[src/rtl/fetch_unit.sv]
`default_nettype none
// ============================================================================
// Module   : fetch_unit
// Purpose  : Single-outstanding instruction fetch stage with a valid/ready IR
//            handshake, one PCinc pulse per captured instruction and
//            flush/redirect. Optional macro FETCH_TIMEOUT_EN adds a memAck
//            watchdog that parks the unit in a sticky error state.
// Revision : 1.0  initial release
// ============================================================================
module fetch_unit #(
  parameter int n       = 32,
  parameter int TIMEOUT = 15
) (
  input  logic         clk,
  input  logic         rst_n,
  input  logic         run,
  input  logic         flush,
  input  logic [n-1:0] PCaddr,
  output logic         PCinc,
  output logic         memReq,
  output logic [n-1:0] memAddr,
  input  logic [n-1:0] memRdata,
  input  logic         memAck,
  output logic [n-1:0] IRout,
  output logic         IRvalid,
  input  logic         IRready,
  output logic         fetchErr
);

  localparam logic [2:0] c_IDLE  = 3'd0;
  localparam logic [2:0] c_ADDR  = 3'd1;
  localparam logic [2:0] c_FETCH = 3'd2;
  localparam logic [2:0] c_HOLD  = 3'd3;
  localparam logic [2:0] c_DRAIN = 3'd4;
  localparam logic [2:0] c_ERR   = 3'd5;

  logic [2:0]   r_state;
  logic [2:0]   w_next;
  logic [n-1:0] r_mem_addr;
  logic [n-1:0] r_ir;
  logic         r_pcinc;
  logic         w_mem_req;
  logic         w_ir_valid;
  logic         w_fetch_err;
  logic         w_accept;
  logic         w_timeout;

  if (TIMEOUT < 1 || TIMEOUT > 255) begin : g_timeout_range
    $error("fetch_unit: TIMEOUT must lie in 1..255");
  end

  // Read completes with data that is kept: the only source of IR loads and PCinc.
  assign w_accept = (r_state == c_FETCH) && memAck && !flush;

`ifdef FETCH_TIMEOUT_EN
  localparam logic [7:0] c_WAIT_LAST = 8'(TIMEOUT - 1);

  logic [7:0] r_wait;
  logic       w_waiting;

  assign w_waiting = ((r_state == c_FETCH) || (r_state == c_DRAIN)) && !memAck;
  assign w_timeout = w_waiting && (r_wait == c_WAIT_LAST);

  always_ff @(posedge clk or negedge rst_n) begin
    if (!rst_n) begin
      r_wait <= 8'd0;
    end else if (w_next != r_state) begin
      r_wait <= 8'd0;
    end else if (w_waiting) begin
      r_wait <= r_wait + 8'd1;
    end
  end
`else
  assign w_timeout = 1'b0;
`endif

  always_ff @(posedge clk or negedge rst_n) begin
    if (!rst_n) begin
      r_state <= c_IDLE;
    end else begin
      r_state <= w_next;
    end
  end

  always_comb begin
    w_next = r_state;
    case (r_state)
      c_IDLE: begin
        if (run) w_next = c_ADDR;
      end
      c_ADDR: begin
        // A redirect here simply re-samples the new PC next cycle.
        w_next = flush ? c_ADDR : c_FETCH;
      end
      c_FETCH: begin
        if (memAck)         w_next = flush ? c_ADDR : c_HOLD;
        else if (flush)     w_next = c_DRAIN;
        else if (w_timeout) w_next = c_ERR;
      end
      c_DRAIN: begin
        if (memAck)         w_next = c_ADDR;
        else if (w_timeout) w_next = c_ERR;
      end
      c_HOLD: begin
        if (flush || IRready) w_next = run ? c_ADDR : c_IDLE;
      end
      c_ERR: begin
        w_next = c_ERR;
      end
      default: begin
        w_next = c_IDLE;
      end
    endcase
  end

  always_comb begin
    w_mem_req   = 1'b0;
    w_ir_valid  = 1'b0;
    w_fetch_err = 1'b0;
    case (r_state)
      c_FETCH, c_DRAIN: w_mem_req  = 1'b1;
      c_HOLD:           w_ir_valid = 1'b1;
`ifdef FETCH_TIMEOUT_EN
      c_ERR:            w_fetch_err = 1'b1;
`endif
      default: ;
    endcase
  end

  always_ff @(posedge clk or negedge rst_n) begin
    if (!rst_n) begin
      r_mem_addr <= '0;
      r_ir       <= '0;
      r_pcinc    <= 1'b0;
    end else begin
      r_pcinc <= w_accept;
      if (r_state == c_ADDR) r_mem_addr <= PCaddr;
      if (w_accept)          r_ir       <= memRdata;
    end
  end

  assign PCinc    = r_pcinc;
  assign memReq   = w_mem_req;
  assign memAddr  = r_mem_addr;
  assign IRout    = r_ir;
  assign IRvalid  = w_ir_valid;
  assign fetchErr = w_fetch_err;

endmodule
`default_nettype wire

[config.mk]
export PLATFORM = sky130hd
export DESIGN_NAME = fetch_unit
export DESIGN_NICKNAME = d
export VERILOG_FILES = /design/src/rtl/fetch_unit.sv
export SDC_FILE = /design/constraint.sdc
export NUM_CORES = 1
export LEC_CHECK = 0
export CAP_MARGIN = 20
export CORE_ASPECT_RATIO = 0.5
export CORE_MARGIN = 2
export CORE_UTILIZATION = 43
export DETAILED_ROUTE_END_ITERATION = 10
export PLACE_DENSITY = 0.85
export REMOVE_ABC_BUFFERS = 1
export SYNTH_ARGS = -nofsm -noshare
export SYNTH_HDL_FRONTEND = slang
export SYNTH_SLANG_ARGS = --single-unit
[constraint.sdc]
create_clock -name clk -period 2.88 [get_ports clk]
set_input_delay 0.288 -clock clk [delete_from_list [all_inputs] [get_ports clk]]
set_output_delay 0.288 -clock clk [all_outputs]
set_load 0.02 [all_outputs]
; Word-level counts from Yosys, hierarchy flattened
; Cells that the tools add are included.
[word_totals]
reg_bits = 68
input_bits = 70
out_inout_bits = 68
elab_cells = 31
[classes]
eq_ne = 9
n_mux = 11
n_reduce_logical = 7
[op_table]
columns = cell, n
row1 = $pmux 3 s6, 1
row2 = $mux 3, 5
row3 = $eq 3x2->1 const B, 2
row4 = $eq 3x3->1 const B, 2
row5 = $ne 2x2->1 const B, 3
row6 = $mux 2, 2
row7 = $reduce_and 4->1, 1
row8 = $eq 3x1->1 const B, 1
row9 = $logic_not 3->1, 1
row10 = $mux 1, 3
row11 = $ne 3x3->1 const B, 1
row12 = $logic_and 1x1->1, 2
row13 = $reduce_or 2->1, 1
row14 = $logic_not 1->1, 1
row15 = $logic_or 1x1->1, 1

; Longest topological paths before layout
[depth]
word_depth = 3
mapped_depth = 5
mapped_depth_nobuf = 3

; Worst setup path after synthesis
; Ideal clock, no wire load.
[synth_path]
path_type = register -> register
from = register r_state[0]
to = register r_ir[10] (netlist: IRout[10])
setup_ns = 0.125
arrival_ns = 1.432
required_ns = 2.755
path_slack_ns = 1.323
path_stages_with_launch = 6
path_buffers = 2
period_less_slack_ns = 1.557
cell_sequence = dfrtp_1 > buf_2 > nor2b_2 > nor3b_4 > buf_6 > mux2_4
[synth_between]
elab_chain_len = 3
[synth_rtl]
columns = item, line
row1 = start: declaration, 37  ; logic [2:0] r_state;
row2 = start signal: assignment, 79  ; r_state <= c_IDLE;
row3 = start signal: assignment, 81  ; r_state <= w_next;
row4 = $eq 3x2->1, 53  ; assign w_accept = (r_state == c_FETCH) && memAck && !flush;
row5 = $logic_and 1x1->1 (2 in a row), 53
row6 = end signal: assignment, 138  ; if (w_accept) r_ir <= memRdata;
row7 = end: declaration, 40  ; logic [n-1:0] r_ir;
; No other way between the ends.
; A chain may end at the register's enable or synchronous reset.

; Final worst setup path
[layout_path]
from = register r_state[1]
to = output memReq
[layout_between]
elab_chain_len = 3
elab_cells_between_ends = 4
classes_between = eq/ne (2) / mux (1) / reduce/logical (1)
[layout_rtl]
columns = item, line
row1 = $eq 3x2->1 / $eq 3x3->1 (equally long branches), 120  ; case (r_state)
row2 = $reduce_or 2->1 (*), 120
row3 = $mux 1 (*), 120
row4 = end: declaration, 20  ; output logic memReq,
; Every way passes the cells marked *; elsewhere a longest branch is shown, timed or not.

==> results_dict.tcl <==
set metrics [dict create \
    p_sw_frac 0.339 \
    grt_pass1_vias 2078 \
    die_y_microns 60.8 \
    synth_warnings 0 \
    synthTopCellsByArea "dfrtp_1, mux2_4, mux2_2" \
    clock.fmax_ghz 0.457 \
    hp-class "input pin to asynchronous set/reset pin" \
    antenna_found_initial 0 \
    fp.dieArea_sq_um 7140 \
    drcViolationCount 0 \
    ir_drop_v 0.000531 \
    instances_no_fill 396 \
    path_cells "inv_1 -> nand2_1 -> a21oi_1 -> clkdlybuf4s50_1" \
    yosysTopAreaCell "dfrtp_1" \
    path_class "register to primary output" \
    finalHoldViolCount 0 \
    initial_core_util 0.450 \
    clkSinkCount 68 \
    num_vias 1901 \
    clock_latency_ns 0.32 \
    pin_count 138 \
    finalClockSkew_ns 0.00348 \
    p_seq_frac 0.319 \
    antenna_cells 0 \
    rsz0062_at_grt "false" \
    grtUsageTotal 0.216 \
    p_per_area_nw_per_um2 1220 \
    critPathArrivalTime_ns 1.90 \
    max-clock-path-buffers 2 \
    yosysSeqAreaShare 0.614 \
    post_drt_wl_per_cell_microns 19.1 \
    leakagePower_nw 1.89 \
    async_flop_share 1.00 \
    hold_ws_ns 0.161 \
    crit_fanout 7 \
    synth_enable_flop_cells 0 \
    setup_viol_count_final 0 \
    power_switching_mw 1.85 \
    yosys_register_bits 68 \
    crit_path_start_kind "register" \
    portBuffers 136 \
    status "completed" \
    placed_cell_area_sq_um 4190 \
    cp.required_ns 2.59 \
    fin_nets 374 \
    internal_power_mw 3.61 \
    synth.cell_area_sq_um 2770 \
    cts_tree "done" \
    min_period_ns 2.19 \
    syn_area_per_cell_sq_um 17.1 \
    maxSlewHeadroom 0.439 \
    drtIter0Drc 88 \
    end_kind "primary output" \
    std_cell_rows 20 \
    finalCritPeriodShare 0.759 \
    synth_cell_type_count 24 \
    die_x_microns 118 \
    synth_common_cells "dfrtp_1, mux2_2, mux2_4" \
    postCtsSetupRepairBufs 0 \
    antenna_left 0 \
    clkTransAtPathRegs_ns 0.05 \
    drt_first_pass_iters 4 \
    routabilityCongestion 0.751 \
    cts_resized 0 \
    maxSlewViolCount 0 \
    htree_levels 3 \
    cts_buffers 9 \
    drive_gt1_frac 0.276 \
    crit_slowest_cell "clkdlybuf4s50_1" \
    power_frac_clock 0.194 \
    cp_top_family "buffers and inverters" \
    synth.most_common_cell "dfrtp_1" \
    tns_ns 0 \
    cap_violations 0 \
    cpPeakStageDelay_ns 0.64 \
    hpwl_microns 5000 \
    final_util 0.726 \
    grt_max_degree 69 \
    root_buffer "clkbuf_16" \
    vias_per_cell 4.80 \
    synth_flop_cell "dfrtp_1" \
    yosysTopAreaCellShare 0.614 \
    grt_pass1_wl_microns 11500 \
    coreArea_sq_um 6160 \
    gr-total-overflow 0 \
    syn_inst 162 \
    dp_cells 381 \
    syn2layout_area_growth_pct 61.4 \
    fin_area_sq_um 4470 \
    p_comb_frac 0.487 \
    wl_microns 7550 \
    cp_num_buf_inv 2 \
    ctsHoldBuffers 0 \
    tightest_slew_ns 0.842 \
]
## final timing paths
path | cells after the start | startpoint | slack (ns) | to
setup / recovery | 4 | r_state[1] | 0.69 | memReq
hold / removal | 2 | rst_n | 0.16 | IRout[5]
min in group clk | 1 | memAddr[8] | 0.50 | memAddr[8]
max in group asynchronous | 2 | rst_n | 2.18 | memAddr[26]
setup reg to reg | 4 | r_state[2] | 0.96 | IRout[0]
hold reg to reg | 1 | memAddr[8] | 0.50 | memAddr[8]
## state kept, by name, indices dropped and copies added (netlist names)
| name | count |
|---|---|
| r_state | 3 |
| IRout | 32 |
| PCinc | 1 |
| memAddr | 32 |
## power by group through the flow
stage,sequential [mW],combinational (mW),clock (mW)
global route,1.80,2.76,1.12
floorplan,2.25,0.849,0
CTS,1.74,2.68,1.08
global placement,1.70,2.58,0
finish,1.74,2.65,1.06
detailed placement,1.73,2.64,0
## metal layers
metal	GRT usage	part of all wire	vias to the layer above
li1	-	-	857
met1	0.237	0.39	979
met2	0.424	0.56	52
met3	0.0526	0.035	13
met4	0.0843	0.018	0
met5	0	0	-
## per-stage QoR
stage	total power [mW]	worst slack [ns]
2_1_floorplan	3.10	0.431
3_3_place_gp	4.28	0.735
3_5_place_dp	4.37	0.672
4_1_cts	5.49	0.694
5_1_grt	5.68	0.598
6_report	5.45	0.694
## cells in the final DEF, fill, tap and decap left out, types with 2 or more instances in the layout
master	netlist	layout
clkdlybuf4s50_1	0	135
nor2_1	3	3
clkbuf_16	0	9
o21ai_0	2	2
mux2_4	29	29
mux2_2	36	36
nor3b_4	1	2
dfrtp_1	68	68
clkbuf_1	0	3
buf_4	1	3
## cell type report
class                      instances  area, sq um
multi-input combinational         85          991
sequential                        68         1700
clock inverter                     2         35.0
inverter                           1         3.75
tap                               88          110
fill                             408         1690
timing repair buffer             139         1380
clock buffer                      13          250
## worst register-to-register path, cell delays in order, from the launching register on
cell and delay (ns):
dfrtp_1 0.48, nand2b_4 0.20, nor3b_4 0.20, buf_4 0.51, mux2_2 0.41
## cell families (layout without fill, tap and decap cells)
family,count (synthesis),after routing,synth area share
buffers and inverters,9,155,0.0303
and+or+nand+nor,13,13,0.0366
other,1,1,0.00135
AOI/OAI and AO/OA,6,6,0.0140
muxes,65,65,0.304
DFF,68,68,0.614
(Power assumes the default switching activity.)
